===== src/rtl/stream_mux.sv =====
// N-way valid/ready stream multiplexer with explicit-select or round-robin grant and a registered output.
// Optional MUX_SKID_EN adds a one-entry skid buffer so inReady depends only on registered state.
module stream_mux #(
  parameter int WIDTH = 32,
  parameter int N     = 4,
  parameter int SELW  = 2
) (
  input  logic               clk_i,
  input  logic               rst_i,
  input  logic [N*WIDTH-1:0] inData,
  input  logic [N-1:0]       inValid,
  output logic [N-1:0]       inReady,
  input  logic [SELW-1:0]    sel,
  input  logic               rrMode,
  output logic [WIDTH-1:0]   outData,
  output logic [SELW-1:0]    outSel,
  output logic               outValid,
  input  logic               outReady
);

  logic [SELW-1:0]  rr_ptr;
  logic             grant_valid;
  logic [SELW-1:0]  grant_idx;
  logic [WIDTH-1:0] grant_data;
  logic             accept;
  logic             in_xfer;
  logic             out_xfer;
  int               rr_idx;

  // Round-robin scans downward in distance so the nearest valid channel after rr_ptr wins.
  always_comb begin
    grant_valid = 1'b0;
    grant_idx   = '0;
    rr_idx      = 0;
    if (!rrMode) begin
      for (int i = 0; i < N; i++) begin
        if (sel == SELW'(i) && inValid[i]) begin
          grant_valid = 1'b1;
          grant_idx   = SELW'(i);
        end
      end
    end else begin
      for (int k = N; k >= 1; k--) begin
        rr_idx = int'(rr_ptr) + k;
        if (rr_idx >= N) rr_idx = rr_idx - N;
        if (inValid[rr_idx]) begin
          grant_valid = 1'b1;
          grant_idx   = SELW'(rr_idx);
        end
      end
    end
  end

  assign grant_data = inData[int'(grant_idx)*WIDTH +: WIDTH];

`ifdef MUX_SKID_EN
  logic             skid_full;
  logic [WIDTH-1:0] skid_data;
  logic [SELW-1:0]  skid_sel;

  assign accept = ~skid_full;
`else
  assign accept = ~outValid | outReady;
`endif

  assign in_xfer  = grant_valid & accept & ~rst_i;
  assign out_xfer = outValid & outReady;

  always_comb begin
    inReady = '0;
    for (int i = 0; i < N; i++) begin
      if (in_xfer && grant_idx == SELW'(i)) inReady[i] = 1'b1;
    end
  end

  always_ff @(posedge clk_i or posedge rst_i) begin
    if (rst_i) begin
      rr_ptr <= SELW'(N-1);
    end else if (in_xfer && rrMode) begin
      rr_ptr <= grant_idx;
    end
  end

`ifdef MUX_SKID_EN
  // A full skid entry blocks input, so it only ever drains into the output register.
  always_ff @(posedge clk_i or posedge rst_i) begin
    if (rst_i) begin
      outValid  <= 1'b0;
      outData   <= '0;
      outSel    <= '0;
      skid_full <= 1'b0;
      skid_data <= '0;
      skid_sel  <= '0;
    end else if (skid_full) begin
      if (out_xfer) begin
        outData   <= skid_data;
        outSel    <= skid_sel;
        outValid  <= 1'b1;
        skid_full <= 1'b0;
      end
    end else if (in_xfer) begin
      if (outValid && !outReady) begin
        skid_data <= grant_data;
        skid_sel  <= grant_idx;
        skid_full <= 1'b1;
      end else begin
        outData  <= grant_data;
        outSel   <= grant_idx;
        outValid <= 1'b1;
      end
    end else if (out_xfer) begin
      outValid <= 1'b0;
    end
  end
`else
  always_ff @(posedge clk_i or posedge rst_i) begin
    if (rst_i) begin
      outValid <= 1'b0;
      outData  <= '0;
      outSel   <= '0;
    end else if (in_xfer) begin
      outData  <= grant_data;
      outSel   <= grant_idx;
      outValid <= 1'b1;
    end else if (out_xfer) begin
      outValid <= 1'b0;
    end
  end
`endif

endmodule


===== config.mk =====
export PLATFORM = sky130hd
export DESIGN_NAME = stream_mux
export DESIGN_NICKNAME = d
export VERILOG_FILES = /design/src/rtl/stream_mux.sv
export SDC_FILE = /design/constraint.sdc
export NUM_CORES = 1
export LEC_CHECK = 0
export ABC_AREA = 1
export BUFFER_PORTS_ARGS = -buffer_cell sky130_fd_sc_hd__buf_4
export CAP_MARGIN = 40
export CORE_MARGIN = 10
export CORE_UTILIZATION = 46
export DETAILED_ROUTE_END_ITERATION = 7
export PLACE_DENSITY = 0.82
export SYNTH_ARGS = -nofsm -noshare
export SYNTH_HDL_FRONTEND = slang
export SYNTH_SLANG_ARGS = --single-unit

===== constraint.sdc =====
create_clock -name clk_i -period 2.1 [get_ports clk_i]
set_input_delay 0.105 -clock clk_i [delete_from_list [all_inputs] [get_ports clk_i]]
set_output_delay 0.105 -clock clk_i [all_outputs]
set_load 0.05 [all_outputs]

==> metrics.txt, run 1 <==
status=finished, violations left; failing checks=setup timing; Chip Height=105 um; crit path DAT=2.20 ns; io pins=177; Max VDD drop=0.827 mV; met2 usage=39.8%; Worst Tran Pin Value=0.503 ns; Avg Cell Area, Syn=5.71 sq um; diode count=0; clock skew=0.0159 ns; Num Clock Sinks=37; PortBufs=176; cell area after synthesis=3290 sq um; largest net degree at the start of global routing=53; unrepaired setup endpoints after global routing=yes; Vias/cell=5.07; design area=5380 sq um; Slew Limit Fails=0; global-route wire length before repair=20700 um; synthesis-to-layout area growth=63.2%; GRT Resource Usage Total=22.4%; final wirelength=14300 um; CTS Buffer Depth=2; Synthesized Nets=715; GRT Residual Overflow=0; Final nets=907; Die Width=105 um; core area=6870 sq um; Rows=30; hold crit path type=in -> reg; TritonCTS clock tree=built; Period minus WS final=2.31 ns; initial DRC count=309; total of max-cap violations=0; sequential fraction of the synthesis area=28.2%; clk slew on worst S/H paths=0.09 ns; final antenna-violating net count=0; grt peak-use layer=met2; Post-DP Area=4690 sq um; Power per Cell Area=1470 nW/um^2; Yosys warnings=0; Post-Syn Instances=577; Vias=4387; GR Layer Usage met3=6.63%; post-route worst setup slack=-0.210 ns; CP Launch Type=flip-flop; flops & latches, synth=37; share of post-route cells with drive strength above 1=35.3%; CTS Buf Count=5; final hold slack=0.132 ns; Crit Path Max Fanout=7; post-synth cell types=24; htree depth=2; slew margin rel.=66.5%; DRC errors left=0; Setup TNS=-4.46 ns; final setup vio count=39; met1 usage=25.7%; initial antenna violation count=0; Setup CP Type=reg -> out; GPL Wtd Cong=0.807; Worst Path Required=2.00 ns; DR pass1 iterations=5; clock root buffer=clkbuf_8; Final period util=110%; Starting Density=47.9%; number of global-route vias before repair=4286; Die Area=10900 sq um; final hold violation count=0; worst-skew pair later-pin latency=0.29 ns; detailed placement HPWL=9070 um; Worst setup EP type=primary output; P_leak=0.00330 uW; wire per inst=16.5 um; highest clock rate=433 MHz
[cells in the final DEF (no fill, tap or decap), drive strengths merged]
cell	instances
dlygate4sd3	2
a31oi	1
inv	111
nor2	12
clkinv	2
a21oi	2
nand2	237
dfrtp	35
clkbuf	9
buf	212
nand3	134
o21ai	5
clkinvlp	1
bufbuf	2
dfstp	2
nor3	2
o31ai	1
[cell type report]
class                      count  area, sq um
clock buffer                   6         72.6
clock inverter                 2         10.0
fill                         547         1490
inverter                     112          432
multi-input combinational    394         1890
sequential                    37          928
tap                           96          120
timing repair buffer         219         1920
[routing by layer]
metal,wire length (um),part of all wire (%)
met1,5510,38
met2,7110,50
met3,1420,9.9
met4,279,1.9
met5,0,0
[cell families after synthesis]
kind of cell           count (synthesis)  synth area share (%)
and+or+nand+nor                      384                  50.0
AOI/OAI and AO/OA                      9                  1.71
DFF                                   37                  28.2
buffers and inverters                147                  20.1
[metrics by stage]
stage / cells / utilization, % / setup slack [ns] / power, uW
3_3_place_gp: 828 / 68.3 / -0.256 / 5850
5_1_grt: 866 / 78.3 / -0.305 / 8340
3_5_place_dp: 828 / 68.3 / -0.316 / 5940
4_1_cts: 860 / 75.1 / -0.135 / 7170
6_report: 866 / 78.3 / -0.210 / 7920
2_1_floorplan: 577 / - / -0.106 / 4620
[power breakdown]
| group | leakage, uW | internal [uW] | switching [uW] |
|---|---|---|---|
| Clock | 0.0000450 | 231 | 275 |
| Combinational | 0.00280 | 2360 | 3770 |
| Sequential | 0.000452 | 1060 | 224 |
| Total | 0.00330 | 3650 | 4270 |
[registers in the layout, indices dropped and copies added (netlist names)]
register,count
outSel,2
outData,32
rr_ptr,2
outValid,1
[cell usage after synthesis, drive strengths merged]
master,instances,area share [%]
a31oi,1,0.19
a21oi,2,0.42
nand3,134,20
clkbuf,6,0.68
dfrtp,35,27
dfstp,2,1.6
o31ai,1,0.23
inv,112,13
nand2,237,28
nor3,2,0.30
buf,29,6.6
o21ai,5,0.87
nor2,11,1.5
[worst max-delay path, cell delays in order, from the launching register on]
cell	delay, ns
dfstp_2	0.61
inv_4	0.08
buf_6	0.12
nand2_4	0.06
nand2_4	0.06
nand2_4	0.08
nand2_4	0.06
nor2_4	0.11
a21oi_4	0.08
nand2_4	0.09
nand2_4	0.06
buf_12	0.16
nor3_4	0.16
buf_6	0.18
[path summary, 6_finish.rpt]
| path | startpoint | end | slack, ns | cells after the start |
|---|---|---|---|---|
| worst max-delay path | rr_ptr[0] | inReady[0] | -0.21 | 13 |
| min in group asynchronous | rst_i | outValid | 0.53 | 4 |
| worst min-delay path | inData[122] | outData[26] | 0.13 | 5 |
| max in group asynchronous | rst_i | outData[29] | 1.20 | 4 |
| worst min register to register | outSel[1] | outSel[1] | 0.52 | 2 |
| worst max register to register | rr_ptr[0] | outData[19] | -0.19 | 15 |
[repair_timing]
action | CTS | global route
hold endpoints to repair | 36 | 0
pin swaps | 18 | 12
resized for setup | 37 | 30
hold buffers | 2 | 0
endpoints found under the setup margin | 38 | 40
buffers inserted | 18 | 2
cloned | 4 | 4
(Power assumes the default switching activity.)
==> run 2, diff against run 1 <==
--- a/config.mk
+++ b/config.mk
@@ -8,6 +8,7 @@
 export ABC_AREA = 1
 export BUFFER_PORTS_ARGS = -buffer_cell sky130_fd_sc_hd__buf_4
 export CAP_MARGIN = 40
+export CORE_ASPECT_RATIO = 0.7
 export CORE_MARGIN = 10
 export CORE_UTILIZATION = 46
 export DETAILED_ROUTE_END_ITERATION = 7
==> metrics.txt, run 2 (same netlist as run 1, synthesis figures left out) <==
GPL Wtd Cong=0.902; hold crit path type=in -> reg; Finished Core Util=83.6%; core area=6850 sq um; largest net degree at the start of global routing=48; Regs by FF count=outData x32, outSel x2, rr_ptr x2; PortBufs=176; commonest non-fill, non-tap cell in the layout=buf_4; Num Clock Sinks=37; detailed placement HPWL=9460 um; multi-input logic area=2170 sq um; global-route wire length before repair=20700 um; met2 usage=38.3%; crit path DAT=2.32 ns; Largest Register=outData; Final period util=116%; number of global-route vias before repair=4281; total of max-cap violations=0; io pins=177; DR pass1 iterations=5; diode count=0; Worst Path Required=2.00 ns; internal power=3820 uW; final wirelength=15600 um; CP endpoint=inReady[3]; post-route worst setup slack=-0.326 ns; clock skew=0.00906 ns; final antenna-violating net count=0; CP Launch Type=flip-flop; GRT Resource Usage Total=22.6%; clk slew on worst S/H paths=0.08 ns; P_leak=0.00341 uW; slew margin rel.=66.9%; register area=928 sq um; Setup CP Type=reg -> out; worst-skew pair later-pin latency=0.30 ns; Max VDD drop=0.881 mV; initial antenna violation count=0; Period minus WS final=2.43 ns; final hold violation count=1; Die Area=11000 sq um; Vias/cell=5.38; Comb power frac=76.6%; depth of the worst hold-timing path=2; Worst Tran Pin Value=0.497 ns; Clock power frac=7.5%; final setup vio count=41; GR Layer Usage met3=8.00%; Rows=25; final std cells w/o fill=865; design area=5730 sq um; Starting Density=48.1%; wire per inst=18.0 um; Seq pwr share=15.9%; fillers=407; R2R depth=18; TritonCTS clock tree=built; failing checks=hold timing, setup timing; Vias=4652; CTS Buffer Depth=2; met1 usage=25.6%; htree depth=2; Setup TNS=-9.14 ns; Largest register FFs=32; Die Width=121 um; Sw Share=54.6%; highest clock rate=412 MHz; GRT Residual Overflow=0; grt peak-use layer=met2; Crit. Startpoint=rr_ptr[0]; Worst setup EP type=primary output; synthesis-to-layout area growth=74.0%; placed cells=827; Reg2Reg Setup Slack=-0.31 ns; commonest cells after routing, fill and taps aside=buf_4 (190), nand2_1 (187), inv_1 (103); Chip Height=90.8 um; Post-DP Area=4680 sq um; CTS Buf Count=5; Slew Limit Fails=0; clock root buffer=clkbuf_8; final hold slack=-0.0110 ns; Final nets=908; Critical R2R Launch=rr_ptr[0]; Power per Cell Area=1470 nW/um^2; status=finished, violations left; DRC errors left=0; share of post-route cells with drive strength above 1=42.9%; initial DRC count=347; Crit Path Max Fanout=7; Psw=4580 uW; unrepaired setup endpoints after global routing=yes; Reg2Reg Capture Point=outData[10]
==> run 2: cell count changes in the layout (fill, tap and decap cells not counted), sizes merged <==
cell	previous run	this run
buf	212	214
bufbuf	2	0
bufinv	0	1
clkbuf	9	12
dlygate4sd3	2	1
inv	111	110
nor2	12	11
==> run 2: how the worst min path moves through the flow <==
| stage | from | end |
|---|---|---|
| global route | outReady | outValid |
| global placement | rst_i | outData[12] |
| finish | outReady | outValid |
| CTS | outReady | outValid |
| detailed placement | rst_i | outData[12] |
| floorplan | rst_i | outData[0] |
==> run 2: layer usage <==
| layer | up-vias | share of wire (%) |
|---|---|---|
| met5 | - | 0 |
| met3 | 63 | 12 |
| met2 | 360 | 48 |
| met1 | 2096 | 37 |
| met4 | 0 | 4.2 |
| li1 | 2133 | - |
==> run 2: cell type report <==
| type | count | share of cell area [%] |
|---|---|---|
| well taps | 94 | 2.05 |
| clock buffers | 6 | 1.27 |
| repair buffers | 221 | 34.2 |
| flip-flops and latches | 37 | 16.2 |
| inverters | 112 | 7.82 |
| multi-input cells | 393 | 37.8 |
| clock inverters | 2 | 0.611 |
==> run 2: worst max-delay path: stages (launching register included) <==
cell      delay [ns]
dfstp_2         0.65
clkinv_4        0.16
nand2_2         0.11
nand2_4         0.07
nand2_2         0.11
nand2_2         0.09
inv_2           0.07
nand3_2         0.08
nand2_2         0.07
nand2_2         0.07
nand2_4         0.12
buf_12          0.13
nand2_4         0.04
nor2_4          0.09
buf_8           0.15
==> run 2: timing repair <==
action                     in CTS  in global routing
gates resized for setup        30                117
pin swaps                      13                 57
hold buffers                    1                  0
hold endpoints to repair       26                  0
setup buffers                  15                  4
setup endpoints to repair      26                 41
gates cloned                    3                  8
==> run 2: power groups by stage <==
stage	Clock (uW)	Combinational [uW]	Sequential (uW)
after CTS	614	5290	1300
after detailed placement	0	4630	1300
final	632	6430	1330
after global placement	0	4530	1290
after global routing	662	6800	1360
after floorplan	0	2270	2360
==> run 2: per-stage QoR <==
step	power [uW]	hold slack, ns	setup slack (ns)
floorplan	4620	0.0670	-0.106
global route	8830	-0.0124	-0.388
finish	8390	-0.0110	-0.326
global placement	5820	0.287	0.110
detailed placement	5930	0.302	-0.0498
CTS	7200	0.0277	-0.129
==> run 3, diff against run 2 <==
--- a/config.mk
+++ b/config.mk
@@ -12,7 +12,9 @@
 export CORE_MARGIN = 10
 export CORE_UTILIZATION = 46
 export DETAILED_ROUTE_END_ITERATION = 7
+export HOLD_SLACK_MARGIN = 0.05
 export PLACE_DENSITY = 0.82
+export SETUP_SLACK_MARGIN = 0.1
 export SYNTH_ARGS = -nofsm -noshare
 export SYNTH_HDL_FRONTEND = slang
 export SYNTH_SLANG_ARGS = --single-unit
==> metrics.txt, run 3 (same netlist as run 1, synthesis figures left out) <==
status=finished, violations left; failing checks=setup timing; diode count=0; clk slew on worst S/H paths=0.08 ns; Die Area=11000 sq um; largest net degree at the start of global routing=66; Largest register FFs=32; commonest cells after routing, fill and taps aside=buf_4 (193), nand2_1 (185), inv_1 (102); Rows=25; global-route wire length before repair=22700 um; Power per Cell Area=1400 nW/um^2; placed cells=829; CTS Buffer Depth=2; slew margin rel.=66.8%; number of global-route vias before repair=4459; met1 usage=28.2%; final setup vio count=41; fillers=390; share of post-route cells with drive strength above 1=45.5%; wire per inst=19.2 um; Crit Path Max Fanout=5; final std cells w/o fill=875; Worst Path Required=2.31 ns; Final period util=120%; GRT Resource Usage Total=25.2%; Chip Height=90.8 um; grt peak-use layer=met2; final wirelength=16800 um; GRT Residual Overflow=0; Worst setup EP type=flip-flop; CP Launch Type=flip-flop; DRC errors left=0; highest clock rate=396 MHz; met2 usage=42.6%; Final nets=918; worst-skew pair later-pin latency=0.29 ns; Finished Core Util=85.3%; final antenna-violating net count=0; Slew Limit Fails=0; core area=6850 sq um; io pins=177; Num Clock Sinks=37; Vias/cell=5.47; Die Width=121 um; Period minus WS final=2.53 ns; TritonCTS clock tree=built; GR Layer Usage met3=9.62%; Post-DP Area=4720 sq um; clock root buffer=clkbuf_8; DR pass1 iterations=5; htree depth=2; clock skew=0.00373 ns; synthesis-to-layout area growth=77.5%; unrepaired setup endpoints after global routing=yes; design area=5840 sq um; Setup CP Type=reg -> reg; Worst Tran Pin Value=0.499 ns; Regs by FF count=outData x32, outSel x2, rr_ptr x2; initial DRC count=500; hold crit path type=in -> reg; detailed placement HPWL=9710 um; crit path DAT=2.73 ns; total of max-cap violations=0; final hold violation count=0; commonest non-fill, non-tap cell in the layout=buf_4; GPL Wtd Cong=1.04; Starting Density=48.1%; initial antenna violation count=0; P_leak=0.00341 uW; post-route worst setup slack=-0.426 ns; Largest Register=outData; PortBufs=176; Max VDD drop=0.835 mV; Vias=4787; CTS Buf Count=5
[run 3: cell count changes in the layout (fill, tap and decap cells not counted), sizes merged]
cell,delta
clkinvlp,+1
bufinv,-1
clkbuf,-3
buf,+12
dlygate4sd3,+1
[run 3: timing repair]
action | 4_1_cts | 5_1_grt
buffers inserted | 24 | 7
setup endpoints to repair | 38 | 41
gates cloned | 5 | 2
hold endpoints to repair | 36 | 0
pin swaps | 62 | 45
resized for setup | 96 | 71
hold buffers | 2 | 0
[run 3: power by group]
| part | switching (uW) | internal [uW] |
|---|---|---|
| clock | 274 | 297 |
| sequential | 319 | 1070 |
| combinational | 4010 | 2210 |
| total | 4610 | 3570 |
[run 3: worst max-delay path, cell delays in order (launching register included)]
cell	delay (ns)
dfstp_2	0.62
buf_4	0.14
nand2_2	0.10
nand2_4	0.14
nand2_2	0.07
nand2_2	0.11
inv_2	0.06
nand2_1	0.12
o21ai_4	0.10
buf_6	0.14
buf_6	0.11
buf_6	0.11
buf_4	0.12
nor2_1	0.25
nand2_1	0.10
o21ai_1	0.14
[run 3: metrics by stage]
step | hold WS [ns] | setup TNS (ns) | power, uW | setup WS [ns]
after floorplan | 0.0670 | 0 | 4670 | 0.118
after global placement | 0.299 | 0 | 5870 | 0.0518
after detailed placement | 0.308 | -1.22 | 6000 | -0.0878
after CTS | 0.134 | -2.83 | 7370 | -0.144
after global routing | 0.146 | -16.04 | 8610 | -0.473
final | 0.131 | -14.41 | 8180 | -0.426
[run 3: final cells by class]
type / instances / area, sq um / area share (%)
timing repair buffer: 230 / 2030 / 34.7
clock buffer: 7 / 96.3 / 1.65
timing repair inverter: 1 / 8.76 / 0.150
inverter: 112 / 457 / 7.81
tap: 94 / 118 / 2.01
clock inverter: 1 / 5.00 / 0.0856
sequential: 37 / 928 / 15.9
multi-input combinational: 393 / 2200 / 37.7
[run 3: layer usage]
layer  routed length (um)  vias to the layer above
met1                 6110                     2150
met3                 2210                       77
met5                    0                        -
li1                     -                     2153
met2                 7750                      407
met4                  733                        0
[run 3: final timing paths]
check                            startpoint           to  slack [ns]  cells after the start
worst max-delay path              rr_ptr[0]    rr_ptr[0]       -0.43                     15
worst min-delay path            inData[122]  outData[26]        0.13                      5
worst min register to register  outData[30]  outData[30]        0.56                      4
min in group asynchronous             rst_i  outData[12]        0.54                      4
worst max register to register    rr_ptr[0]    rr_ptr[0]       -0.43                     15
max in group asynchronous             rst_i    rr_ptr[0]        1.18                      4
